### config.mk
export PLATFORM = sky130hd
export DESIGN_NAME = logic_driver_flat
export DESIGN_NICKNAME = d
export VERILOG_FILES = /design/src/rtl/logic_driver_if.sv /design/src/rtl/logic_driver.sv /design/src/flat_wrapper.sv
export SDC_FILE = /design/constraint.sdc
export NUM_CORES = 1
export LEC_CHECK = 0
export ABC_AREA = 1
export BUFFER_PORTS_ARGS = -buffer_cell sky130_fd_sc_hd__buf_2
export CAP_MARGIN = 40
export CORE_MARGIN = 3
export CORE_UTILIZATION = 55
export DETAILED_ROUTE_END_ITERATION = 8
export GPL_TIMING_DRIVEN = 0
export MAX_ROUTING_LAYER = met4
export PLACE_DENSITY = 0.82
export SYNTH_ARGS = -nofsm -noshare
export SYNTH_HDL_FRONTEND = slang
export SYNTH_SLANG_ARGS = --single-unit
### constraint.sdc
create_clock -name clk -period 3.1 [get_ports clk]
set_input_delay 0.31 -clock clk [delete_from_list [all_inputs] [get_ports clk]]
set_output_delay 0.31 -clock clk [all_outputs]
set_load 0.1 [all_outputs]
### src/rtl/logic_driver_if.sv
// Operand and result valid/ready streams between a 16-bit datapath and logic_driver.
interface logic_driver_if;
  logic        op_valid;
  logic        op_ready;
  logic [15:0] op_data;
  logic [1:0]  op_sel;
  logic        res_valid;
  logic        res_ready;
  logic [15:0] res_data;

  modport master (
    output op_valid, op_data, op_sel, res_ready,
    input  op_ready, res_valid, res_data
  );

  modport slave (
    input  op_valid, op_data, op_sel, res_ready,
    output op_ready, res_valid, res_data
  );
endinterface

### src/rtl/logic_driver.sv
// Sequential 16-bit front end for the 32-bit packed logic unit: two operand beats in, two result beats out.
// Optional in-line result checker enabled by defining LOGIC_DRIVER_SELF_CHECK_EN.
module logic_driver (
  input  logic           clk,
  input  logic           rst_n,
  logic_driver_if.slave  bus,
  output logic [31:0]    logic_in,
  output logic [1:0]     logic_lines,
  input  logic [31:0]    logic_out,
  output logic [7:0]     txn_count,
  output logic           chk_err
);

  typedef enum logic [2:0] {IDLE, OP2, ISSUE, SEND_HI, SEND_LO} state_e;

  state_e      state_q;
  logic [15:0] op1_q;
  logic [1:0]  sel_q;
  logic [31:0] logic_in_q;
  logic [1:0]  lines_q;
  logic [15:0] res_lo_q;
  logic        op_ready_q;
  logic        res_valid_q;
  logic [15:0] res_data_q;
  logic [7:0]  txn_q;

`ifdef LOGIC_DRIVER_SELF_CHECK_EN
  logic        chk_q;
  logic [31:0] exp_d;
  logic [15:0] a_d;
  logic [15:0] b_d;

  always_comb begin
    a_d = logic_in_q[31:16];
    b_d = logic_in_q[15:0];
    exp_d = '0;
    case (lines_q)
      2'd0:    exp_d = {a_d & b_d, ~(a_d & b_d)};
      2'd1:    exp_d = {a_d | b_d, ~(a_d | b_d)};
      2'd2:    exp_d = {a_d ^ b_d, ~(a_d ^ b_d)};
      default: exp_d = {~a_d, ~b_d};
    endcase
  end

  assign chk_err = chk_q;
`else
  assign chk_err = 1'b0;
`endif

  always_ff @(posedge clk or negedge rst_n) begin
    if (!rst_n) begin
      state_q     <= IDLE;
      op1_q       <= '0;
      sel_q       <= '0;
      logic_in_q  <= '0;
      lines_q     <= '0;
      res_lo_q    <= '0;
      op_ready_q  <= 1'b1;
      res_valid_q <= 1'b0;
      res_data_q  <= '0;
      txn_q       <= '0;
`ifdef LOGIC_DRIVER_SELF_CHECK_EN
      chk_q       <= 1'b0;
`endif
    end else begin
      case (state_q)
        IDLE: begin
          if (bus.op_valid) begin
            op1_q   <= bus.op_data;
            sel_q   <= bus.op_sel;
            state_q <= OP2;
          end
        end
        OP2: begin
          if (bus.op_valid) begin
            logic_in_q <= {op1_q, bus.op_data};
            lines_q    <= sel_q;
            op_ready_q <= 1'b0;
            state_q    <= ISSUE;
          end
        end
        ISSUE: begin
          // Upper half goes straight to the output register; only the low half needs holding.
          res_data_q  <= logic_out[31:16];
          res_lo_q    <= logic_out[15:0];
          res_valid_q <= 1'b1;
          state_q     <= SEND_HI;
`ifdef LOGIC_DRIVER_SELF_CHECK_EN
          if (logic_out != exp_d) chk_q <= 1'b1;
`endif
        end
        SEND_HI: begin
          if (bus.res_ready) begin
            res_data_q <= res_lo_q;
            state_q    <= SEND_LO;
          end
        end
        SEND_LO: begin
          if (bus.res_ready) begin
            res_valid_q <= 1'b0;
            op_ready_q  <= 1'b1;
            txn_q       <= txn_q + 8'd1;
            state_q     <= IDLE;
          end
        end
        default: state_q <= IDLE;
      endcase
    end
  end

  assign bus.op_ready  = op_ready_q;
  assign bus.res_valid = res_valid_q;
  assign bus.res_data  = res_data_q;
  assign logic_in      = logic_in_q;
  assign logic_lines   = lines_q;
  assign txn_count     = txn_q;

endmodule

### src/flat_wrapper.sv
// flat-port wrapper written by rule: the top's interface ports become plain ports
module logic_driver_flat 
  (clk, rst_n, logic_in, logic_lines, logic_out, txn_count, chk_err, bus_op_valid, bus_op_data, bus_op_sel, bus_res_ready, bus_op_ready, bus_res_valid, bus_res_data);
  logic_driver_if bus_i ();
  input  logic clk;
  input  logic rst_n;
  output logic [31:0] logic_in;
  output logic [1:0] logic_lines;
  input  logic [31:0] logic_out;
  output logic [7:0] txn_count;
  output logic chk_err;
  input wire logic [$bits(bus_i.op_valid)-1:0] bus_op_valid;
  input wire logic [$bits(bus_i.op_data)-1:0] bus_op_data;
  input wire logic [$bits(bus_i.op_sel)-1:0] bus_op_sel;
  input wire logic [$bits(bus_i.res_ready)-1:0] bus_res_ready;
  output wire logic [$bits(bus_i.op_ready)-1:0] bus_op_ready;
  output wire logic [$bits(bus_i.res_valid)-1:0] bus_res_valid;
  output wire logic [$bits(bus_i.res_data)-1:0] bus_res_data;
  assign bus_i.op_valid = bus_op_valid;
  assign bus_i.op_data = bus_op_data;
  assign bus_i.op_sel = bus_op_sel;
  assign bus_i.res_ready = bus_res_ready;
  assign bus_op_ready = bus_i.op_ready;
  assign bus_res_valid = bus_i.res_valid;
  assign bus_res_data = bus_i.res_data;
  logic_driver u_core (.clk(clk), .rst_n(rst_n), .bus(bus_i), .logic_in(logic_in), .logic_lines(logic_lines), .logic_out(logic_out), .txn_count(txn_count), .chk_err(chk_err));
endmodule
### Word-level counts from Yosys, hierarchy flattened

Index checks and enable logic that the tools add are counted.

| operators by class | value |
|---|---|
| $add $sub $neg | 1 |
| equality and inequality tests | 8 |
| muxes and demuxes | 12 |
| reduce and logical (&&, ||, !) cells | 11 |

Operator list:

| kind | count |
|---|---|
| one-hot mux 16 bit (2 select lines) | 1 |
| two-way mux 16 bit | 1 |
| one-hot mux 3 bit (5 select lines) | 1 |
| two-way mux 3 bit | 4 |
| AND reduction 2 bit | 5 |
| adder 8 x 1 -> 8 bit, second input constant | 1 |
| inequality test 2 bit, second input constant | 4 |
| equality test 3 x 2 -> 1 bit, second input constant | 2 |
| nonzero test 2 bit | 3 |
| one-hot mux 1 bit (2 select lines) | 2 |
| AND reduction 4 bit | 1 |
| equality test 3 x 1 -> 1 bit, second input constant | 1 |
| equality test 3 bit, second input constant | 1 |
| zero test 3 bit | 1 |
| two-way mux 1 bit | 3 |
| AND reduction 3 bit | 1 |

| storage, ports and cells | value |
|---|---|
| flip-flop bits (word level) | 97 |
| bits of input ports | 54 |
| output and inout bits | 61 |
| logic and storage cells | 42 |

### Depth between registers and ports, before layout

| depth | value |
|---|---|
| depth after elaboration | 3 |
| mapped depth | 8 |
| gate-level depth less buffers | 7 |

### Worst setup path after synthesis

Ideal clock, no wire load.

| path | value |
|---|---|
| path kind | flip-flop to flip-flop |
| start | register u_core.txn_q[0], in the netlist u_core.txn_count[0] |
| end | register u_core.txn_q[4], in the netlist u_core.txn_count[4] |
| library setup time | 0.163 ns |
| data arrival time | 1.587 ns |
| data required time | 2.937 ns |
| setup slack | 1.350 ns |
| stages on the path, launching flop included | 5 |
| buffers on the path | 0 |
| clock period less this slack | 1.750 ns |
| path through | dfrtp_1 > ha_1 > nand3_1 > nor2_1 > xor2_1 |

| between the ends | value |
|---|---|
| word-level cells in the longest chain between the ends | 1 |

Ends and longest elaborated chain:

| element | line | RTL |
|---|---|---|
| start: declaration | logic_driver.sv:25 | `logic [7:0] txn_q;` |
| start signal: assignment | logic_driver.sv:102 | `txn_q <= txn_q + 8'd1;` |
| adder 8 x 1 -> 8 bit | logic_driver.sv:102 |  |

No other way between the ends.
A chain may end at the register's enable or synchronous reset.

### Final worst setup path

| path | value |
|---|---|
| start | register u_core.op_ready_q, in the netlist u_core.bus.op_ready |
| end | output port bus_op_ready |

RTL lines:

| element | line | RTL |
|---|---|---|
| start: declaration | logic_driver.sv:22 | `logic op_ready_q;` |
| start signal: assignment | logic_driver.sv:58 | `op_ready_q <= 1'b1;` |
| start signal: assignment | logic_driver.sv:78 | `op_ready_q <= 1'b0;` |
| start signal: assignment | logic_driver.sv:101 | `op_ready_q <= 1'b1;` |
| end: declaration | flat_wrapper.sv:16 | `output wire logic [$bits(bus_i.op_ready)-1:0] bus_op_ready;` |

No word-level cell between the ends.

==> results.md <==
Outcome:
- The flow ran to the end, and the final reports show no timing, DRC or antenna violations.

Logic synthesis:
- Yosys mapped a number of flops with a built-in enable equal to 0.
- The number of nets produced by synthesis is 517.
- The sequential fraction of the synthesis area is 60.09%.
- The post-synthesis cell count is 462.
- The netlist area before placement is 4041 um2.
- For this run, asynchronously set or reset flops after synthesis account for 100.0%.
- By area the synthesized netlist is led by sky130_fd_sc_hd__dfrtp_1 59%, sky130_fd_sc_hd__nand2_1 13%, sky130_fd_sc_hd__o21ai_0 8.9%, sky130_fd_sc_hd__inv_1 6.4%, sky130_fd_sc_hd__nand3_1 1.6%.
- The most repeated cell in the gate-level netlist after synthesis is sky130_fd_sc_hd__nand2_1.
- After synthesis, the largest area contributor takes up 59.44% of total cell area.
- Counting instances in the post-synthesis netlist gives the leading cell types as 138 x sky130_fd_sc_hd__nand2_1, 96 x sky130_fd_sc_hd__dfrtp_1, 72 x sky130_fd_sc_hd__o21ai_0, 69 x sky130_fd_sc_hd__inv_1, 17 x sky130_fd_sc_hd__nor2_1.
- For this run, the number of Yosys warnings is 0.
- The number of synthesized register bits is 97.
- The largest total area in the synthesized netlist belongs to sky130_fd_sc_hd__dfrtp_1.
- The synthesized area per cell is 8.748 um2.
- The synthesized netlist contains 24 unique library cells.
- The top flip-flop cell by instance count after synthesis is sky130_fd_sc_hd__dfrtp_1.

Floorplanning:
- The floorplan step defined a die boundary enclosing 8413 um2.
- The floorplan step set the die height to 91.72 um.
- The floorplan die width is 91.72 um.
- 115 I/O pins were placed.
- The initial core utilization is 58.20%.
- Row generation in the floorplan step produced 30 rows.
- After floorplanning, the core was sized to cover 6944 um2.

Drt:
- The total number of vias is 3417.
- In this run, the number of DRC markers left after iteration 0 of detailed routing was 174.
- The number of optimization iterations in the first detailed-route pass is 4.
- The mean routed wirelength per cell is 13.25 um.
- The remaining design rule violation count is 0.
- After detailed routing, the number of vias per cell comes to 4.959.
- The detail route stage leaves a number of antenna-violating nets equal to 0.
- The total wire length is 9132 um.

Hold path:
- The class of the most critical hold timing path is primary input to flip-flop.

Layout:
- The repair_antennas step left the layout with diodes totalling 0.
- The finished layout holds 689 standard cells, fillers aside.
- Once layout is done, the placed cells without fillers occupy 4954 um2.
- The ratio of cells with drive above 1 in the final layout is 25.63%.
- The growth of design area from synthesis to finish is 22.57%.
- In the final design database the tool counted 643 nets.
- The number of fill cells in the layout is 553.

Setup path:
- The worst setup path is launched from a flip-flop.
- The highest fanout seen on the critical path is 2.
- STA classifies the critical path endpoint as a primary output.
- The required time of the critical path is 2790 ps.
- For the worst setup path, the data arrival time is 1330 ps.
- Walking the worst path, the cells encountered are buf_2.
- The setup path with the least slack is of type flip-flop to primary output.
- Together, buffers and inverters on the worst path number 1.
- The cell type group with the largest total delay on the critical path is flip-flops.
- The maximum single-stage delay on the critical path is 550 ps.
- The cell with the largest stage delay on the worst path is sky130_fd_sc_hd__dfstp_2.

GRT:
- For this run, the total global-route usage over all layers was measured as 23.30%.
- The total congestion overflow after global routing is 0.
- met2 is the most crowded layer.
- The initial antenna violation count came to 0.
- The largest net degree at the start of global routing is 51.
- For this run, global-route usage on met1 was measured as 30.00%.
- The number of global-route vias before repair came to 3296.
- The first global-routing pass estimated 15250 um of wire.
- For met2 alone, demand over resource in global routing was 37.74%.
- For this run, global-route usage on met3 was measured as 3.938%.

Clock tree:
- The root cell of the clock tree is sky130_fd_sc_hd__clkbuf_8.
- The clock transition at the registers of the reported paths is 100 ps.
- The clock insertion delay at the later pin of the skew report is 360 ps.
- The number of clock buffers added by TritonCTS is 9.
- TritonCTS built the clock tree.
- The clock passes through at most 2 buffers.
- The post-cts resize count is 0.
- The H-tree was split into 3 levels.
- The clock net in this run drives a total of 97 sinks.

Placement:
- The count of buffers inserted at the top-level ports is 113.
- The standard cell area after detailed placement is 4757 um2.
- At the end of routability-driven placement, the weighted congestion stood at 0.8036.
- Counting tap cells, the placed design contains a total of 672 instances.
- Once detailed placement completed, the half-perimeter wirelength came to 6731 um.

Timing:
- The measured slew at the worst slew-check pin is 617.9 ps.
- The relative max-transition margin is 58.80%.
- The fmax is 611.1 MHz.
- The final count of pins violating max slew is 0.
- The number of endpoints with negative hold slack in the final report is 0.
- The total negative setup slack is 0 ps.
- Of the available clock period, the critical path in the final layout requires 52.79%.
- The setup clock skew after layout is 13.51 ps.
- The hold slack is 182.2 ps.
- Setup repair after global routing left no endpoint under its margin.
- The total setup violations reported at the end of the flow is 0.
- Counting I/O delays and the setup requirement, the final critical path takes 1636 ps.

Flow run:
- The reported max-cap violation count is 0.
logic make-up (layout without fill, tap and decap cells):
| kind of cell | count (synthesis) | in the layout | synth area share [%] |
|---|---|---|---|
| and+or+nand+nor | 179 | 179 | 18.24 |
| DFF | 97 | 97 | 60.09 |
| AOI/OAI and AO/OA | 90 | 90 | 11.24 |
| buffers and inverters | 90 | 221 | 9.164 |
| xor gates and xnor gates | 4 | 4 | 0.8670 |
| adders and majority gates | 1 | 1 | 0.3095 |
| other | 1 | 1 | 0.09279 |
metrics by stage:
stage          setup WS, ps  util, %
2_1_floorplan          1350        -
3_3_place_gp          814.6    68.07
3_5_place_dp           1507    68.50
4_1_cts                1447    71.33
5_1_grt                1341    71.33
6_report               1464    71.33
layout by cell type, fill, tap and decap left out:
cell type                         n
sky130_fd_sc_hd__nor2_4           1
sky130_fd_sc_hd__buf_6            2
sky130_fd_sc_hd__nand3_1         13
sky130_fd_sc_hd__conb_1           1
sky130_fd_sc_hd__nor2_1          17
sky130_fd_sc_hd__o21ai_0         72
sky130_fd_sc_hd__buf_2          120
sky130_fd_sc_hd__nor2_2           2
sky130_fd_sc_hd__clkbuf_8         9
sky130_fd_sc_hd__dlygate4sd3_1    1
sky130_fd_sc_hd__inv_6            2
sky130_fd_sc_hd__o21ai_1          6
sky130_fd_sc_hd__ha_1             1
sky130_fd_sc_hd__dfrtp_1         96
sky130_fd_sc_hd__xor2_1           3
sky130_fd_sc_hd__nand2_1        138
sky130_fd_sc_hd__clkinvlp_4       1
sky130_fd_sc_hd__a21oi_1         11
sky130_fd_sc_hd__nand3b_1         1
sky130_fd_sc_hd__xnor2_1          1
sky130_fd_sc_hd__dfstp_2          1
sky130_fd_sc_hd__buf_4            3
sky130_fd_sc_hd__nand4_1          2
sky130_fd_sc_hd__inv_8            1
sky130_fd_sc_hd__a21oi_2          1
sky130_fd_sc_hd__nand2_2          1
sky130_fd_sc_hd__clkbuf_1         9
sky130_fd_sc_hd__clkinv_4         3
sky130_fd_sc_hd__inv_1           69
sky130_fd_sc_hd__nand3_2          4
sky130_fd_sc_hd__buf_16           1
worst paths after layout:
kind	startpoint	end	slack, ps	depth (start not counted)
setup / recovery	u_core.bus.op_ready$_DFFE_PN1P_	bus_op_ready	1460	1
hold / removal	logic_out[0]	u_core.res_lo_q[0]$_DFFE_PN0N_	180	3
setup reg to reg	u_core.state_q[0]$_DFFE_PN0P_	u_core.res_lo_q[13]$_DFFE_PN0N_	1480	6
hold reg to reg	u_core.res_lo_q[1]$_DFFE_PN0N_	u_core.res_lo_q[1]$_DFFE_PN0N_	480	2
max in group asynchronous	rst_n	u_core.bus.op_ready$_DFFE_PN1P_	1890	3
min in group asynchronous	rst_n	u_core.bus.res_data[0]$_DFFE_PN0P_	510	2
sequential cells by signal, summed over array words and instances, names as in the netlist:
| name | count |
|---|---|
| u_core.state_q | 3 |
| u_core.res_lo_q | 16 |
| u_core.sel_q | 2 |
| u_core.op1_q | 16 |
| u_core.bus.res_data | 16 |
| u_core.logic_in | 32 |
| u_core.txn_count | 8 |
| u_core.logic_lines | 2 |
| u_core.bus.res_valid | 1 |
| u_core.bus.op_ready | 1 |
cell type report:
cell class / count / area [um2] / area share, %
Timing Repair Buffer: 115 / 605.6 / 12.23
Clock inverter: 7 / 62.56 / 1.263
Sequential cell: 97 / 2429 / 49.03
Multi-Input combinational cell: 275 / 1242 / 25.08
Tap cell: 96 / 120.1 / 2.425
Buffer: 21 / 111.4 / 2.248
Clock buffer: 9 / 123.9 / 2.501
Inverter: 69 / 259.0 / 5.229
timing repair:
| action | CTS | global route |
|---|---|---|
| hold buffers | 1 | 0 |
| hold endpoints to repair | 47 | 0 |
| buffers inserted | 0 | 0 |
per-layer routing:
layer  vias up  part of all wire, %
li1       1673                    -
met1      1644                   44
met2        89                   50
met3        11                  4.3
met4         0                  1.5
met5         -                    0
Power is not shown: default switching activity piles up to over one toggle a cycle in this logic, so the estimate is an artifact.
